`src/rtl/my_alu_seq.sv`:
```
// Sequential ALU: registered single-cycle arithmetic/logic/shift ops plus
// iterative unsigned multiply, divide and remainder behind a valid/ready handshake.
module my_alu_seq #(
    parameter int WIDTH = 16,
    parameter int SHW   = $clog2(WIDTH)
) (
    input  logic             in_clk,
    input  logic             in_rst,
    input  logic             in_valid,
    output logic             out_ready,
    input  logic [4:0]       in_op,
    input  logic [WIDTH-1:0] in_A,
    input  logic [WIDTH-1:0] in_B,
    input  logic             in_cf,
    output logic             out_valid,
    output logic [WIDTH-1:0] out_C,
    output logic             out_zf,
    output logic             out_nf,
    output logic             out_cf,
    output logic             out_err
);

    localparam int CW = $clog2(WIDTH);

    localparam logic [4:0] OP_ADD  = 5'b00000;
    localparam logic [4:0] OP_ADC  = 5'b00001;
    localparam logic [4:0] OP_SUB  = 5'b00010;
    localparam logic [4:0] OP_SBC  = 5'b00011;
    localparam logic [4:0] OP_AND  = 5'b00100;
    localparam logic [4:0] OP_OR   = 5'b00101;
    localparam logic [4:0] OP_XOR  = 5'b00110;
    localparam logic [4:0] OP_NOT  = 5'b00111;
    localparam logic [4:0] OP_SLL  = 5'b01000;
    localparam logic [4:0] OP_SRL  = 5'b01001;
    localparam logic [4:0] OP_SRA  = 5'b01010;
    localparam logic [4:0] OP_MUL  = 5'b01011;
    localparam logic [4:0] OP_DIVU = 5'b01100;
    localparam logic [4:0] OP_REMU = 5'b01101;

    typedef enum logic {IDLE, ITER} state_t;

    state_t           state_reg, state_next;
    logic [4:0]       op_reg;
    logic [CW-1:0]    cnt_reg;
    logic [WIDTH-1:0] acc_reg;
    logic [WIDTH-1:0] lo_reg;
    logic [WIDTH-1:0] opnd_reg;

    logic             accept;
    logic             multi_op;
    logic             last_iter;
    logic [SHW-1:0]   shamt;

    assign accept    = in_valid && (state_reg == IDLE);
    assign multi_op  = (in_op == OP_MUL) || (in_op == OP_DIVU) || (in_op == OP_REMU);
    assign last_iter = (cnt_reg == CW'(WIDTH - 1));
    assign shamt     = in_B[SHW-1:0];

    always_ff @(posedge in_clk or posedge in_rst) begin
        if (in_rst) begin
            state_reg <= IDLE;
        end else begin
            state_reg <= state_next;
        end
    end

    always_comb begin
        state_next = state_reg;
        out_ready  = 1'b0;
        case (state_reg)
            IDLE: begin
                out_ready = 1'b1;
                if (accept && multi_op) begin
                    state_next = ITER;
                end
            end
            ITER: begin
                if (last_iter) begin
                    state_next = IDLE;
                end
            end
            default: state_next = IDLE;
        endcase
    end

    // Single-cycle result; shifts carry an extra bit on the exit side to catch the last bit out.
    logic [WIDTH-1:0] sc_c;
    logic             sc_cf;
    logic             sc_legal;
    logic [WIDTH:0]   sc_ext;

    always_comb begin
        sc_c     = '0;
        sc_cf    = 1'b0;
        sc_legal = 1'b1;
        sc_ext   = '0;
        case (in_op)
            OP_ADD: begin
                sc_ext        = {1'b0, in_A} + {1'b0, in_B};
                {sc_cf, sc_c} = sc_ext;
            end
            OP_ADC: begin
                sc_ext        = {1'b0, in_A} + {1'b0, in_B} + (WIDTH+1)'(in_cf);
                {sc_cf, sc_c} = sc_ext;
            end
            OP_SUB: begin
                sc_ext        = {1'b0, in_A} - {1'b0, in_B};
                {sc_cf, sc_c} = sc_ext;
            end
            OP_SBC: begin
                sc_ext        = {1'b0, in_A} - {1'b0, in_B} - (WIDTH+1)'(in_cf);
                {sc_cf, sc_c} = sc_ext;
            end
            OP_AND: sc_c = in_A & in_B;
            OP_OR:  sc_c = in_A | in_B;
            OP_XOR: sc_c = in_A ^ in_B;
            OP_NOT: sc_c = ~in_A;
            OP_SLL: begin
                sc_ext        = {1'b0, in_A} << shamt;
                {sc_cf, sc_c} = sc_ext;
            end
            OP_SRL: begin
                sc_ext        = {in_A, 1'b0} >> shamt;
                {sc_c, sc_cf} = sc_ext;
            end
            OP_SRA: begin
                sc_ext        = $unsigned($signed({in_A, 1'b0}) >>> shamt);
                {sc_c, sc_cf} = sc_ext;
            end
            OP_MUL, OP_DIVU, OP_REMU: sc_legal = 1'b1;
            default: sc_legal = 1'b0;
        endcase
    end

    // One iteration of shift-add multiply ({acc,lo} = {high,multiplier}) or restoring
    // division (acc = partial remainder, lo = dividend shifting into quotient).
    logic [WIDTH:0]   mul_sum;
    logic [WIDTH:0]   div_shift;
    logic [WIDTH:0]   div_diff;
    logic             div_neg;
    logic [WIDTH-1:0] step_acc;
    logic [WIDTH-1:0] step_lo;
    logic [WIDTH-1:0] mc_c;
    logic             mc_cf;
    logic             mc_err;
    logic             is_mul;

    always_comb begin
        is_mul    = (op_reg == OP_MUL);
        mul_sum   = {1'b0, acc_reg} + (lo_reg[0] ? {1'b0, opnd_reg} : '0);
        div_shift = {acc_reg, lo_reg[WIDTH-1]};
        div_diff  = div_shift - {1'b0, opnd_reg};
        div_neg   = div_diff[WIDTH];
        step_acc  = '0;
        step_lo   = '0;
        mc_c      = '0;
        mc_cf     = 1'b0;
        mc_err    = 1'b0;
        if (is_mul) begin
            step_acc = mul_sum[WIDTH:1];
            step_lo  = {mul_sum[0], lo_reg[WIDTH-1:1]};
            mc_c     = step_lo;
            mc_cf    = |step_acc;
        end else begin
            step_acc = div_neg ? div_shift[WIDTH-1:0] : div_diff[WIDTH-1:0];
            step_lo  = {lo_reg[WIDTH-2:0], ~div_neg};
            mc_c     = (op_reg == OP_DIVU) ? step_lo : step_acc;
            mc_err   = (opnd_reg == '0);
        end
    end

    always_ff @(posedge in_clk or posedge in_rst) begin
        if (in_rst) begin
            op_reg    <= '0;
            cnt_reg   <= '0;
            acc_reg   <= '0;
            lo_reg    <= '0;
            opnd_reg  <= '0;
            out_valid <= 1'b0;
            out_C     <= '0;
            out_zf    <= 1'b0;
            out_nf    <= 1'b0;
            out_cf    <= 1'b0;
            out_err   <= 1'b0;
        end else begin
            out_valid <= 1'b0;
            if (state_reg == IDLE) begin
                if (accept && multi_op) begin
                    op_reg   <= in_op;
                    cnt_reg  <= '0;
                    acc_reg  <= '0;
                    lo_reg   <= (in_op == OP_MUL) ? in_B : in_A;
                    opnd_reg <= (in_op == OP_MUL) ? in_A : in_B;
                end else if (accept) begin
                    out_valid <= 1'b1;
                    out_C     <= sc_c;
                    out_err   <= ~sc_legal;
                    // Illegal opcodes leave the status flags untouched.
                    if (sc_legal) begin
                        out_zf <= (sc_c == '0);
                        out_nf <= sc_c[WIDTH-1];
                        out_cf <= sc_cf;
                    end
                end
            end else begin
                acc_reg <= step_acc;
                lo_reg  <= step_lo;
                cnt_reg <= cnt_reg + 1'b1;
                if (last_iter) begin
                    out_valid <= 1'b1;
                    out_C     <= mc_c;
                    out_zf    <= (mc_c == '0);
                    out_nf    <= mc_c[WIDTH-1];
                    out_cf    <= mc_cf;
                    out_err   <= mc_err;
                end
            end
        end
    end

endmodule

```
`config.mk`:
```
export PLATFORM = sky130hd
export DESIGN_NAME = my_alu_seq
export DESIGN_NICKNAME = d
export VERILOG_FILES = /design/src/rtl/my_alu_seq.sv
export SDC_FILE = /design/constraint.sdc
export NUM_CORES = 1
export LEC_CHECK = 0
export BUFFER_PORTS_ARGS = -buffer_cell sky130_fd_sc_hd__buf_2
export CAP_MARGIN = 15
export CORE_MARGIN = 3
export CORE_UTILIZATION = 64
export DETAILED_ROUTE_END_ITERATION = 7
export GPL_ROUTABILITY_DRIVEN = 0
export PLACE_DENSITY = 0.83
export SETUP_SLACK_MARGIN = 0.3
export SKIP_LAST_GASP = 1
export SLEW_MARGIN = 0
export SYNTH_ARGS = -nofsm -noshare
export SYNTH_HDL_FRONTEND = slang
export SYNTH_SLANG_ARGS = --single-unit
export TNS_END_PERCENT = 5
```
`constraint.sdc`:
```
create_clock -name in_clk -period 5.2 [get_ports in_clk]
set_input_delay 1.04 -clock in_clk [delete_from_list [all_inputs] [get_ports in_clk]]
set_output_delay 1.04 -clock in_clk [all_outputs]
set_load 0.01 [all_outputs]
```
# ---- Yosys cells after proc, flatten, opt, wreduce, memory -nomap -nowiden
# Cells that the tools add are included.
dict set report totals {
  register_bits 79
  input_bits 41
  n_memories 0
  elab_cells 113
  out_inout_bits 22
  latchBits 0
  rom_bits 0
  ramBits 0
}
dict set report op_classes {
  n_reduce_logical 16
  addsub 7
  order_cmp 0
  n_shift 3
  n_eq_ne 18
  n_mul 0
  mux 50
  n_div 0
  bitwise 7
}
# op count
set op_table {}
lappend op_table {{$mux 16} 16}
lappend op_table {{$pmux 16 s11} 1}
lappend op_table {{$logic_not 16->1} 3}
lappend op_table {{$eq 5x4->1 const B} 8}
lappend op_table {{$add 16x16->17} 2}
lappend op_table {{$mux 1} 29}
lappend op_table {{$eq 5x3->1 const B} 4}
lappend op_table {{$add 17x1->17} 1}
lappend op_table {{$shl 16x4->17} 1}
lappend op_table {{$shr 17x4->17} 1}
lappend op_table {{$sshr 17x4->17} 1}
lappend op_table {{$sub 16x16->17} 1}
lappend op_table {{$sub 17x1->17} 1}
lappend op_table {{$sub 17x16->17} 1}
lappend op_table {{$and 16x16->16} 1}
lappend op_table {{$not 16->16} 1}
lappend op_table {{$or 16x16->16} 1}
lappend op_table {{$reduce_or 16->1} 1}
lappend op_table {{$xor 16x16->16} 1}
lappend op_table {{$reduce_or 14->1} 1}
lappend op_table {{$eq 5x2->1 const B} 2}
lappend op_table {{$mux 4} 2}
lappend op_table {{$pmux 1 s7} 1}
lappend op_table {{$reduce_bool 2->1} 3}
lappend op_table {{13 further kinds} 17}

# ---- Depth between registers and ports, before layout
dict set report logic_depth {
  ltp_word 8
  depth_mapped 19
  depth_no_buf 16
}

# ---- Least setup slack after synthesis
# Ideal clock, no wire load.
dict set report synth_path {
  path_type {in2reg}
  start {input in_B[2]}
  end {register out_nf}
  path_slack_ps 465
  setup_ps 125
  t_required_ps 5075
  stages 16
  arrival_time_ps 4610
  cell_sequence {clkbuf_1 > inv_2 > buf_1 > ha_1 > buf_2 > nor3_1 > o31a_1 > o221ai_1 > xnor2_1 > nand4_1 > or4_1 > nor2_1 > xor2_1 > a211oi_1 > mux2i_1 > mux2_2}
}
dict set report synth_between {
  elab_chain_len 7
  elab_cells_between_ends 12
  cone_classes {add/sub: 4; shift: 3; mux: 5}
}
# item line
set synth_lines {}
lappend synth_lines {{start, declared} 13} ;# input logic [WIDTH-1:0] in_B,
lappend synth_lines {{$sub 16x16->17 / $add 16x16->17 (equally long branches)} n/a}
lappend synth_lines {{$sub 17x1->17 / $add 17x1->17 (equally long branches)} {111, 103}}
lappend synth_lines {{$pmux 16 s11 (*)} 97} ;# case (in_op)
lappend synth_lines {{$mux 1 (*)} 199} ;# if (sc_legal) begin
lappend synth_lines {{$mux 1 (*)} 194} ;# end else if (accept) begin
lappend synth_lines {{$mux 1 (*)} 188} ;# if (accept && multi_op) begin
lappend synth_lines {{$mux 1 (*)} 187} ;# if (state_reg == IDLE) begin
lappend synth_lines {{end signal, assigned} 201} ;# out_nf <= sc_c[WIDTH-1];
lappend synth_lines {{end signal, assigned} 213} ;# out_nf <= mc_c[WIDTH-1];
lappend synth_lines {{end, declared} 18} ;# output logic out_nf,
# Mark *: on every way between the ends. The rest lies on a longest branch, timed or not. The select of a mux whose other input is x is not followed.
# A chain may end at the register's enable or synchronous reset.

# ---- Final worst setup path
dict set report layout_path {
  start {register lo_reg[15]}
  end {register out_zf}
}
dict set report layout_between {
  elab_chain_len 7
  elab_cells_between_ends 8
  cone_classes {add/sub: 1; mux: 5; bitwise: 1; reduce/logical: 1}
}
# item line
set layout_lines {}
lappend layout_lines {{start, declared} 46} ;# logic [WIDTH-1:0] lo_reg;
lappend layout_lines {{start signal, assigned} 192} ;# lo_reg <= (in_op == OP_MUL) ? in_B : in_A;
lappend layout_lines {{start signal, assigned} 207} ;# lo_reg <= step_lo;
lappend layout_lines {{$sub 17x16->17} 152} ;# div_diff = div_shift - {1'b0, opnd_reg};
lappend layout_lines {{$mux 16 / $not 1->1 (equally long branches)} {165, 166}}
lappend layout_lines {{$mux 16} 167} ;# mc_c = (op_reg == OP_DIVU) ? step_lo : step_acc;
lappend layout_lines {{$mux 16 (*)} 159} ;# if (is_mul) begin
lappend layout_lines {{$logic_not 16->1 (*)} 212} ;# out_zf <= (mc_c == '0);
lappend layout_lines {{$mux 1 (*)} 209} ;# if (last_iter) begin
lappend layout_lines {{$mux 1 (*)} 187}
lappend layout_lines {{end signal, assigned} 200} ;# out_zf <= (sc_c == '0);
lappend layout_lines {{end signal, assigned} 212}
lappend layout_lines {{end, declared} 17} ;# output logic out_zf,
# Marks and branches as above.

==> results.py <==
metrics = {
    "die": {
        "dieArea_um2": 19600,
        "die_h_um": 140,
        "core_um2": 17500,
        "start_util": 0.659,
        "rows": 48,
        "die_w_um": 140,
        "io_pins": 63,
    },
    "placed_design": {
        "dp_hpwl_um": 31400,
        "dp_slack_ns": 0.328,
        "portBuffers": 62,
    },
    "logic_synthesis": {
        "yosysSeqAreaShare": 0.172,
        "synth-main-ff-cell": "dfrtp_1",
        "syn_avg_cell_area_um2": 7.47,
        "synth_area_um2": 11500,
        "ys_ff_latch": 79,
        "synth_cells": 1542,
        "ys_warn_count": 0,
        "synth_cell_types": 89,
        "synth_enable_flop_cells": 0,
        "syn_nets": 1677,
        "async_flop_share": 1.00,
    },
    "sta": {
        "setup_ws_ns": 0.483,
        "rsz0062_at_grt": "true",
        "slew_headroom": 0.264,
        "fin_skew_ns": 0.0113,
        "fin_crit_sh": 0.907,
        "finalHoldViolations": 0,
        "worst_pin_slew_ns": 1.10,
        "finalSetupViolations": 0,
        "period_needed_ns": 4.72,
        "slew_viol_final": 0,
        "tns_ns": 0,
        "max_freq_mhz": 212,
    },
    "finish": {
        "syn2layout_area_growth_pct": 6.48,
        "nets": 1677,
        "multi_input_area_um2": 8870,
        "fillers": 1456,
        "drive_gt1_frac": 0.114,
        "n_antenna_cell": 0,
        "regArea_um2": 1980,
        "layout_commonest_cell": "nand2_1",
        "final_cell_mix": "nand2_1, o21ai_0, nor2_1, a21oi_1, ha_1",
    },
    "flow_run": {
        "cap_violations": 0,
    },
    "clock_network": {
        "cts_buffers": 9,
        "cts_buffer_depth": 2,
        "clk-insertion-delay-late_ns": 0.35,
        "cts_tree": "built",
        "clkSlewWorstSetupHoldPaths_ns": 0.07,
        "htreeDepth": 3,
        "clockRootBuffer": "clkbuf_16",
        "clkSinkCount": 79,
    },
    "worst_setup_path": {
        "worstSetupEndpointType": "flop",
        "cp_max_fo": 13,
        "start_kind": "flop",
        "arrival_ns": 4.98,
        "crit_type": "reg2reg",
        "crit_required_ns": 5.46,
    },
    "grt": {
        "grt_max_degree": 48,
        "grt-ovfl-total": 0,
        "grt_pass1_wl_um": 63300,
        "antenna_found_initial": 0,
        "track_usage": 0.399,
        "grt_pass1_vias": 11483,
    },
    "route": {
        "drt_iter0_drc": 2315,
        "first_pass_iters": 8,
        "vias": 13005,
        "vias_per_cell": 7.34,
        "wire_per_inst_um": 23.1,
        "drt-total-wl_um": 41000,
        "drc": 11,
        "ant_nets": 0,
    },
    "worst_hold_path": {
        "hold_class": "reg2reg",
    },
    "power_and_ir_drop": {
        "p_leak_nw": 5.37,
        "ir_worst_vdd_mv": 0.574,
        "cellPowerDensity_nw_per_um2": 510,
    },
    "status": {
        "violations": "DRC",
        "status": "finished, violations left",
    },
}
[kinds of logic (layout without fill, tap and decap cells)]
family,Yosys count,in the layout,synth area share
simple gates,571,571,0.243
compound gates,472,472,0.281
buf+inv,182,187,0.0616
fa+ha+maj,94,94,0.105
mux,79,79,0.0894
flops,79,79,0.172
xor+xnor,65,65,0.0494
[stage by stage]
step            util  total power (W)  cells  cell area (um2)  hold slack (ns)
3_3_place_gp   0.683          0.00527   1756            11900            0.445
6_report       0.702          0.00626   1772            12300            0.456
2_1_floorplan      -          0.00425   1542            11500            0.426
5_1_grt        0.702          0.00667   1772            12300            0.489
3_5_place_dp   0.683          0.00540   1756            11900            0.448
4_1_cts        0.700          0.00607   1772            12200            0.466
[cells in the mapped netlist (all sizes together), types with 6 or more instances]
cell       n  share of area
nand2b    16         0.0093
mux2i     50          0.043
nor3      33          0.014
a21o      15         0.0098
nand2    202          0.066
xor2      22          0.017
nor4      27          0.015
buf       22         0.0094
a221oi    13         0.0099
a221o      6         0.0053
o31ai     13         0.0085
or2       10         0.0054
dfrtp     79           0.17
o21ai    115          0.050
and2      31          0.017
a21oi     90          0.039
xnor2     43          0.033
o211ai    27          0.018
ha        90          0.098
a2111oi    9         0.0068
o21bai     7         0.0046
nor2b     17         0.0092
nor3b     11         0.0072
o311ai     9         0.0084
o22ai      9         0.0049
o2bb2ai    7         0.0053
o221ai    15          0.011
nand4     20          0.011
and3      19          0.010
nor2     104          0.034
a31oi     18         0.0098
inv       72          0.023
mux4      18          0.035
mux2      11          0.011
a211o      9         0.0068
or3        9         0.0049
clkbuf    84          0.027
nand3     46          0.020
a22oi      9         0.0059
or4        9         0.0062
a211oi    33          0.025
o21a      23          0.015
[repair_timing]
| action | CTS | global route |
|---|---|---|
| hold buffers | 0 | 0 |
| buffers inserted | 0 | 0 |
| setup endpoints to repair | 0 | 3 |
| gates resized for setup | 0 | 6 |
[final timing paths]
check / slack (ns) / endpoint / cells past startpoint / from
setup / recovery: 0.48 / out_zf / 15 / lo_reg[15]
hold / removal: 0.46 / op_reg[3] / 1 / op_reg[3]
setup reg to reg: 0.48 / out_zf / 15 / lo_reg[15]
hold reg to reg: 0.46 / op_reg[3] / 1 / op_reg[3]
max in group asynchronous: 3.43 / out_C[5] / 3 / in_rst
min in group asynchronous: 0.74 / acc_reg[1] / 2 / in_rst
[layout make-up]
| type | count | area share |
|---|---|---|
| clock inverter | 5 | 0.00479 |
| clock buffer | 11 | 0.0190 |
| tap | 225 | 0.0229 |
| inverter | 76 | 0.0234 |
| timing repair buffer | 95 | 0.0455 |
| sequential | 79 | 0.161 |
| multi-input combinational | 1281 | 0.723 |
[per-layer routing]
metal | wire length, um | GRT usage | part of all wire
met1 | 15600 | 0.545 | 0.38
met2 | 16500 | 0.568 | 0.40
met3 | 6220 | 0.117 | 0.15
met4 | 2590 | 0.210 | 0.063
met5 | 0 | 0 | 0
[critical path: stages (launching register included)]
cell	delay, ns
dfrtp_1	0.43
inv_1	0.16
ha_1	0.21
inv_1	0.07
fa_1	0.43
a211oi_2	0.28
o211ai_1	0.22
a211oi_2	0.39
o211a_4	0.39
mux2i_1	0.34
a211oi_1	0.18
a31o_1	0.23
or4_1	0.52
nor4b_1	0.49
nand4_1	0.16
o211ai_1	0.12
[report_power, final]
part           switching (W)  internal, W  leakage (nW)  total, W
registers           0.000402     0.000912         0.978   0.00131
logic                0.00261      0.00169          4.26   0.00430
clock network       0.000270     0.000372         0.136  0.000642
total                0.00328      0.00298          5.37   0.00626
Note: power is estimated with default switching activity, not from simulation.
